**config.mk**
```make
export PLATFORM = sky130hd
export DESIGN_NAME = bp_io_cmd_arbiter
export DESIGN_NICKNAME = d
export VERILOG_FILES = /design/src/rtl/bp_io_cmd_arbiter.sv
export SDC_FILE = /design/constraint.sdc
export NUM_CORES = 1
export LEC_CHECK = 0
export ABC_CLOCK_PERIOD_IN_PS = 8250
export CAP_MARGIN = 25
export CORE_AREA = 5 5 359 361
export DETAILED_ROUTE_END_ITERATION = 10
export DIE_AREA = 0 0 364 366
export SKIP_CTS_REPAIR_TIMING = 1
export SYNTH_ARGS = -nofsm -noshare
export SYNTH_HDL_FRONTEND = slang
export SYNTH_SLANG_ARGS = --single-unit
```
**constraint.sdc**
```tcl
create_clock -name clk_i -period 8.25 [get_ports clk_i]
set_clock_uncertainty 0.15 [all_clocks]
set_input_delay 0.825 -clock clk_i [delete_from_list [all_inputs] [get_ports clk_i]]
set_output_delay 0.825 -clock clk_i [all_outputs]
set_load 0.01 [all_outputs]
```
**src/rtl/bp_io_cmd_arbiter.sv**
```systemverilog
// Round-robin arbiter sharing one uncached I/O command port among num_req_p sources.
// Issued source IDs are kept in an in-order tag FIFO to steer responses back.
module bp_io_cmd_arbiter #(
    parameter int num_req_p         = 4,
    parameter int msg_width_p       = 128,
    parameter int max_outstanding_p = 4
) (
    input  logic                           clk_i,
    input  logic                           reset_n_i,
    input  logic [num_req_p*msg_width_p-1:0] req_cmd_i,
    input  logic [num_req_p-1:0]           req_cmd_v_i,
    output logic [num_req_p-1:0]           req_cmd_yumi_o,
    output logic [msg_width_p-1:0]         req_resp_o,
    output logic [num_req_p-1:0]           req_resp_v_o,
    input  logic [num_req_p-1:0]           req_resp_ready_i,
    output logic [msg_width_p-1:0]         io_cmd_o,
    output logic                           io_cmd_v_o,
    input  logic                           io_cmd_yumi_i,
    input  logic [msg_width_p-1:0]         io_resp_i,
    input  logic                           io_resp_v_i,
    output logic                           io_resp_yumi_o,
    output logic                           error_o
);
    localparam int id_w_lp  = (num_req_p > 1) ? $clog2(num_req_p) : 1;
    localparam int cnt_w_lp = $clog2(max_outstanding_p + 1);
    localparam int ptr_w_lp = (max_outstanding_p > 1) ? $clog2(max_outstanding_p) : 1;

    localparam logic [id_w_lp:0]     num_req_lp  = (id_w_lp + 1)'(num_req_p);
    localparam logic [id_w_lp-1:0]   last_id_lp  = id_w_lp'(num_req_p - 1);
    localparam logic [ptr_w_lp-1:0]  last_ptr_lp = ptr_w_lp'(max_outstanding_p - 1);
    localparam logic [cnt_w_lp-1:0]  max_cnt_lp  = cnt_w_lp'(max_outstanding_p);

    logic [id_w_lp-1:0]  rr_ptr;
    logic                lock_v;
    logic [id_w_lp-1:0]  lock_id;
    logic [id_w_lp-1:0]  tag_q [max_outstanding_p];
    logic [ptr_w_lp-1:0] wr_ptr, rd_ptr;
    logic [cnt_w_lp-1:0] count;
    logic                error_r;

    logic [id_w_lp-1:0]  sel_scan, sel, sel_inc, head;
    logic [id_w_lp:0]    scan_idx;
    logic                scan_found;
    logic                credit, cmd_v, cmd_issue;
    logic                fifo_empty, resp_pending, resp_pop, err_set;

    function automatic logic [ptr_w_lp-1:0] ptr_inc(input logic [ptr_w_lp-1:0] p);
        return (p == last_ptr_lp) ? '0 : p + 1'b1;
    endfunction

    // First valid requester at or above rr_ptr, wrapping modulo num_req_p.
    always_comb begin
        sel_scan   = rr_ptr;
        scan_idx   = '0;
        scan_found = 1'b0;
        for (int i = 0; i < num_req_p; i++) begin
            scan_idx = {1'b0, rr_ptr} + (id_w_lp + 1)'(i);
            if (scan_idx >= num_req_lp) begin
                scan_idx = scan_idx - num_req_lp;
            end
            if (!scan_found && req_cmd_v_i[scan_idx[id_w_lp-1:0]]) begin
                scan_found = 1'b1;
                sel_scan   = scan_idx[id_w_lp-1:0];
            end
        end
    end

    assign sel     = lock_v ? lock_id : sel_scan;
    assign sel_inc = (sel == last_id_lp) ? '0 : sel + 1'b1;

    // Credit uses the registered count so a same-cycle pop never frees a slot.
    assign credit    = (count < max_cnt_lp);
    assign cmd_v     = credit & (lock_v | (|req_cmd_v_i));
    assign cmd_issue = io_cmd_yumi_i & cmd_v;

    assign io_cmd_v_o = cmd_v & reset_n_i;
    assign io_cmd_o   = req_cmd_i[sel*msg_width_p +: msg_width_p];

    always_comb begin
        req_cmd_yumi_o = '0;
        for (int k = 0; k < num_req_p; k++) begin
            req_cmd_yumi_o[k] = cmd_issue && reset_n_i && (sel == id_w_lp'(k));
        end
    end

    assign head         = tag_q[rd_ptr];
    assign fifo_empty   = (count == '0);
    assign resp_pending = io_resp_v_i & ~fifo_empty;
    assign resp_pop     = resp_pending & req_resp_ready_i[head];

    assign req_resp_o     = io_resp_i;
    assign io_resp_yumi_o = resp_pop;

    always_comb begin
        req_resp_v_o = '0;
        for (int k = 0; k < num_req_p; k++) begin
            req_resp_v_o[k] = resp_pending && (head == id_w_lp'(k));
        end
    end

    assign err_set = (io_resp_v_i & fifo_empty) | (io_cmd_yumi_i & ~cmd_v);
    assign error_o = error_r;

    always_ff @(posedge clk_i or negedge reset_n_i) begin
        if (!reset_n_i) begin
            rr_ptr  <= '0;
            lock_v  <= 1'b0;
            lock_id <= '0;
            wr_ptr  <= '0;
            rd_ptr  <= '0;
            count   <= '0;
            error_r <= 1'b0;
            for (int i = 0; i < max_outstanding_p; i++) begin
                tag_q[i] <= '0;
            end
        end else begin
            if (cmd_issue) begin
                rr_ptr        <= sel_inc;
                lock_v        <= 1'b0;
                tag_q[wr_ptr] <= sel;
                wr_ptr        <= ptr_inc(wr_ptr);
            end else if (cmd_v) begin
                lock_v  <= 1'b1;
                lock_id <= sel;
            end

            if (resp_pop) begin
                rd_ptr <= ptr_inc(rd_ptr);
            end

            case ({cmd_issue, resp_pop})
                2'b10:   count <= count + cnt_w_lp'(1);
                2'b01:   count <= count - cnt_w_lp'(1);
                default: count <= count;
            endcase

            if (err_set) begin
                error_r <= 1'b1;
            end
        end
    end

endmodule

```
==> results <==
- The flow ran to the end, and the final reports show no timing, DRC or antenna violations.
- The library cell used most frequently in the layout, excluding fill and tap cells, is sky130_fd_sc_hd__clkdlybuf4s50_1.
- The kind of critical path is in2out.
- For this run, the top clock speed supported by timing is just under 0.2 GHz.
- Measured along the y axis, the die boundary spans between 300 and 400 um.
- The number of storage elements in the synthesis netlist is 21.
- The worst slack after detailed placement is 3.08 ns.
- At the end of the flow the core is filled with cells to 0.104.
- Summing internal, switching and leakage power gives between 3 and 4 mW.
- The number of warnings reported in the yosys synthesis log is 0.
- Setup repair after global routing left no endpoint under its margin.
- The share of the clock period used by the worst path after layout is 0.622.
- The CTS tree is done.
- Detailed routing inserted a total of 6630 vias.
- The leakage power summed over all cells is approximately 4 nW.
- The total count of max-transition violations in the final report is 0.
- The initial antenna violation count is approximately 120.
- The number of buffer cells added on primary ports is ~660.
- The core area is 125000 um2.
- The number of clock buffers inserted by TritonCTS is 3.
- The cell at the root of the clock tree is sky130_fd_sc_hd__clkbuf_16.
- The sequential-to-total area share from yosys stat is 0.0978.
- The mapped netlist covers ~5400 um2.
- Max-cap violations in this run came to 0.
- The average instance in the mapped netlist occupies 13.3 um2.
- The overall routed net length is about 73 mm.
- In this run the remaining antenna-violating nets after routing total 0.
- The total overflow left after global routing is 0.
- Once detailed placement completed, the half-perimeter wirelength came to just under 70 mm.
- The iteration count of the initial detailed-routing pass is 4.
- The power density over the cells is 267 nW/um2.
- The net count after synthesis is 1065.
- Of the cells placed in the final design, the portion with a size suffix greater than 1 is 0.170.
- The die width is between 300 and 400 um.
- Hold is met by 0.350 ns.
- Counting every sink on the clock net gives 21.
- The wire length per cell after detailed routing is 28.1 um.
- The global-route wire length before repair is about 87 mm.
- The worst vdd rail ir drop is between 0.2 and 0.25 mV.
- The via count of the first global-routing pass is between 7000 and 8000.
- The floorplan has 130 rows.
- The post-synthesis instance total is 405.
- The overall routing resource usage is 0.103.
- The class of the worst hold path is reg2reg.
- At the worst endpoint, the required time is about 7.3 ns.
- The number of different library cells used by synthesis comes to 35.
- The minimum period implied by the final worst setup slack is 5.13 ns.
- The sum of negative setup slack is 0 ns.
- The number of hold violations in the final report was 0.
- The maximum fanout along the worst path is between 40 and 50.
- Dividing the detail-routed via count by the number of cells gives about 2.6.
- For the pin with the worst max-slew slack, the measured transition is approximately 0.87 ns.
- The final layout contains approximately 1600 nets.
- The area added between synthesis and finish is 143%.
- Data on the critical path arrives at its endpoint at between 4 and 5 ns.
- The routability congestion estimate from global placement is 0.933.
- In the layout the commonest cells are 662 x sky130_fd_sc_hd__clkdlybuf4s50_1, 130 x sky130_fd_sc_hd__mux4_2, 21 x sky130_fd_sc_hd__dfrtp_1.
- Setup violations remaining at the end of the flow were counted as 0.
- The clock reaches the later pin of the worst-skew pair after 0.25 ns.
- The clock passes through at most 2 buffers.
- The maximum level of the CTS H-tree is 1.
- The least setup slack across all paths after layout is 3.12 ns.
- The sort of element at the end of the critical path is an output pin.
- The floorplan step defined a die boundary enclosing around 130000 um2.
- The clock-pin slew of the registers on the worst-case setup and hold paths is roughly 0.060 ns.
- The starting DRC count in detailed routing is 268.
- Entering global routing, the biggest net connects 82 pins.
- The number of I/O pins is just over 900.
- The worst setup path is launched from a primary input.
- In this run the tightest slew margin relative to its limit is 0.419.
- After detailed routing, the number of remaining DRC violations is 0.
- The initial cell density of the core is 0.0429.
[registers in the layout, indices dropped and copies added (netlist names)]
name / count
count: 3
rr_ptr: 2
wr_ptr: 2
rd_ptr: 2
tag_q: 8
error_o: 1
lock_v: 1
lock_id: 2
[power by group]
part	switching (mW)	internal, mW
registers	0.0476	0.152
clock network	0.0376	0.0651
logic	1.31	1.87
[final timing paths]
check                               start           end  slack [ns]  cells after the start
min in group asynchronous       reset_n_i     rr_ptr[1]        0.80                      2
hold reg to reg                  tag_q[3]      tag_q[3]        0.35                      1
setup / recovery           req_cmd_v_i[0]  io_cmd_o[18]        3.12                      7
max in group asynchronous       reset_n_i      count[2]        6.92                      2
hold / removal                   tag_q[3]      tag_q[3]        0.35                      1
setup reg to reg                rd_ptr[0]      count[2]        5.26                      9
[layout make-up]
| cell class | count | area [um2] |
|---|---|---|
| Multi-Input combinational cell | 214 | 3570 |
| Clock buffer | 3 | 75.1 |
| Fill cell | 14300 | 112000 |
| Tap cell | 1650 | 2060 |
| Inverter | 9 | 33.8 |
| Antenna cell | 28 | 70.1 |
| Timing Repair Buffer | 668 | 6680 |
| Clock inverter | 1 | 5.00 |
| Sequential cell | 21 | 526 |
[logic make-up after synthesis]
logic type | synth area share
adders and majority gates | 0.0200
DFF | 0.0978
xor gates and xnor gates | 0.00489
and+or+nand+nor | 0.0375
AOI/OAI and AO/OA | 0.0233
muxes | 0.576
buffers and inverters | 0.241
[layer usage]
layer  track usage  up-vias  routed length, um
li1              -     2562                  -
met1         0.130     3104              30300
met2         0.156      786              30500
met3        0.0500      156               9470
met4        0.0267       22               2520
met5             0        -                137
[worst max-delay path, stage by stage]
cell and delay [ns]:
sky130_fd_sc_hd__clkdlybuf4s50_1 0.64, sky130_fd_sc_hd__nor3_1 0.10, sky130_fd_sc_hd__o21ai_0 0.22, sky130_fd_sc_hd__a32o_4 0.46, sky130_fd_sc_hd__buf_4 0.66, sky130_fd_sc_hd__mux4_2 0.59, sky130_fd_sc_hd__clkdlybuf4s50_1 0.58
[cell usage after synthesis, drive strengths merged]
cell type,instances,share of area
dfrtp,21,0.098
nand2b,3,0.0035
a32o,1,0.0019
a31oi,1,0.0012
xnor2,1,0.0016
nand3b,1,0.0014
nor3,6,0.0065
or3,1,0.0012
ha,7,0.016
a221o,1,0.0019
and2,2,0.0023
xor2,2,0.0033
a211oi,1,0.0014
or3b,1,0.0016
fa,1,0.0037
nand2,13,0.0091
nand3,1,0.00093
a21o,3,0.0042
nor2,10,0.0070
mux2,12,0.025
inv,9,0.0063
a21oi,3,0.0028
mux2i,3,0.0056
a221oi,1,0.0016
and3,1,0.0012
mux4,130,0.55
o31ai,1,0.0023
o22ai,1,0.0023
o21ai,4,0.0037
nor3b,2,0.0028
buf,160,0.23
clkbuf,1,0.00070
[metrics by stage]
| step | std cells | area (um2) |
|---|---|---|
| 3_3_place_gp | 2562 | 12900 |
| 2_1_floorplan | 405 | 5370 |
| 5_1_grt | 2581 | 13000 |
| 3_5_place_dp | 2562 | 12900 |
| 6_report | 2594 | 13000 |
| 4_1_cts | 2566 | 13000 |
Note: power is estimated with default switching activity, not from simulation.
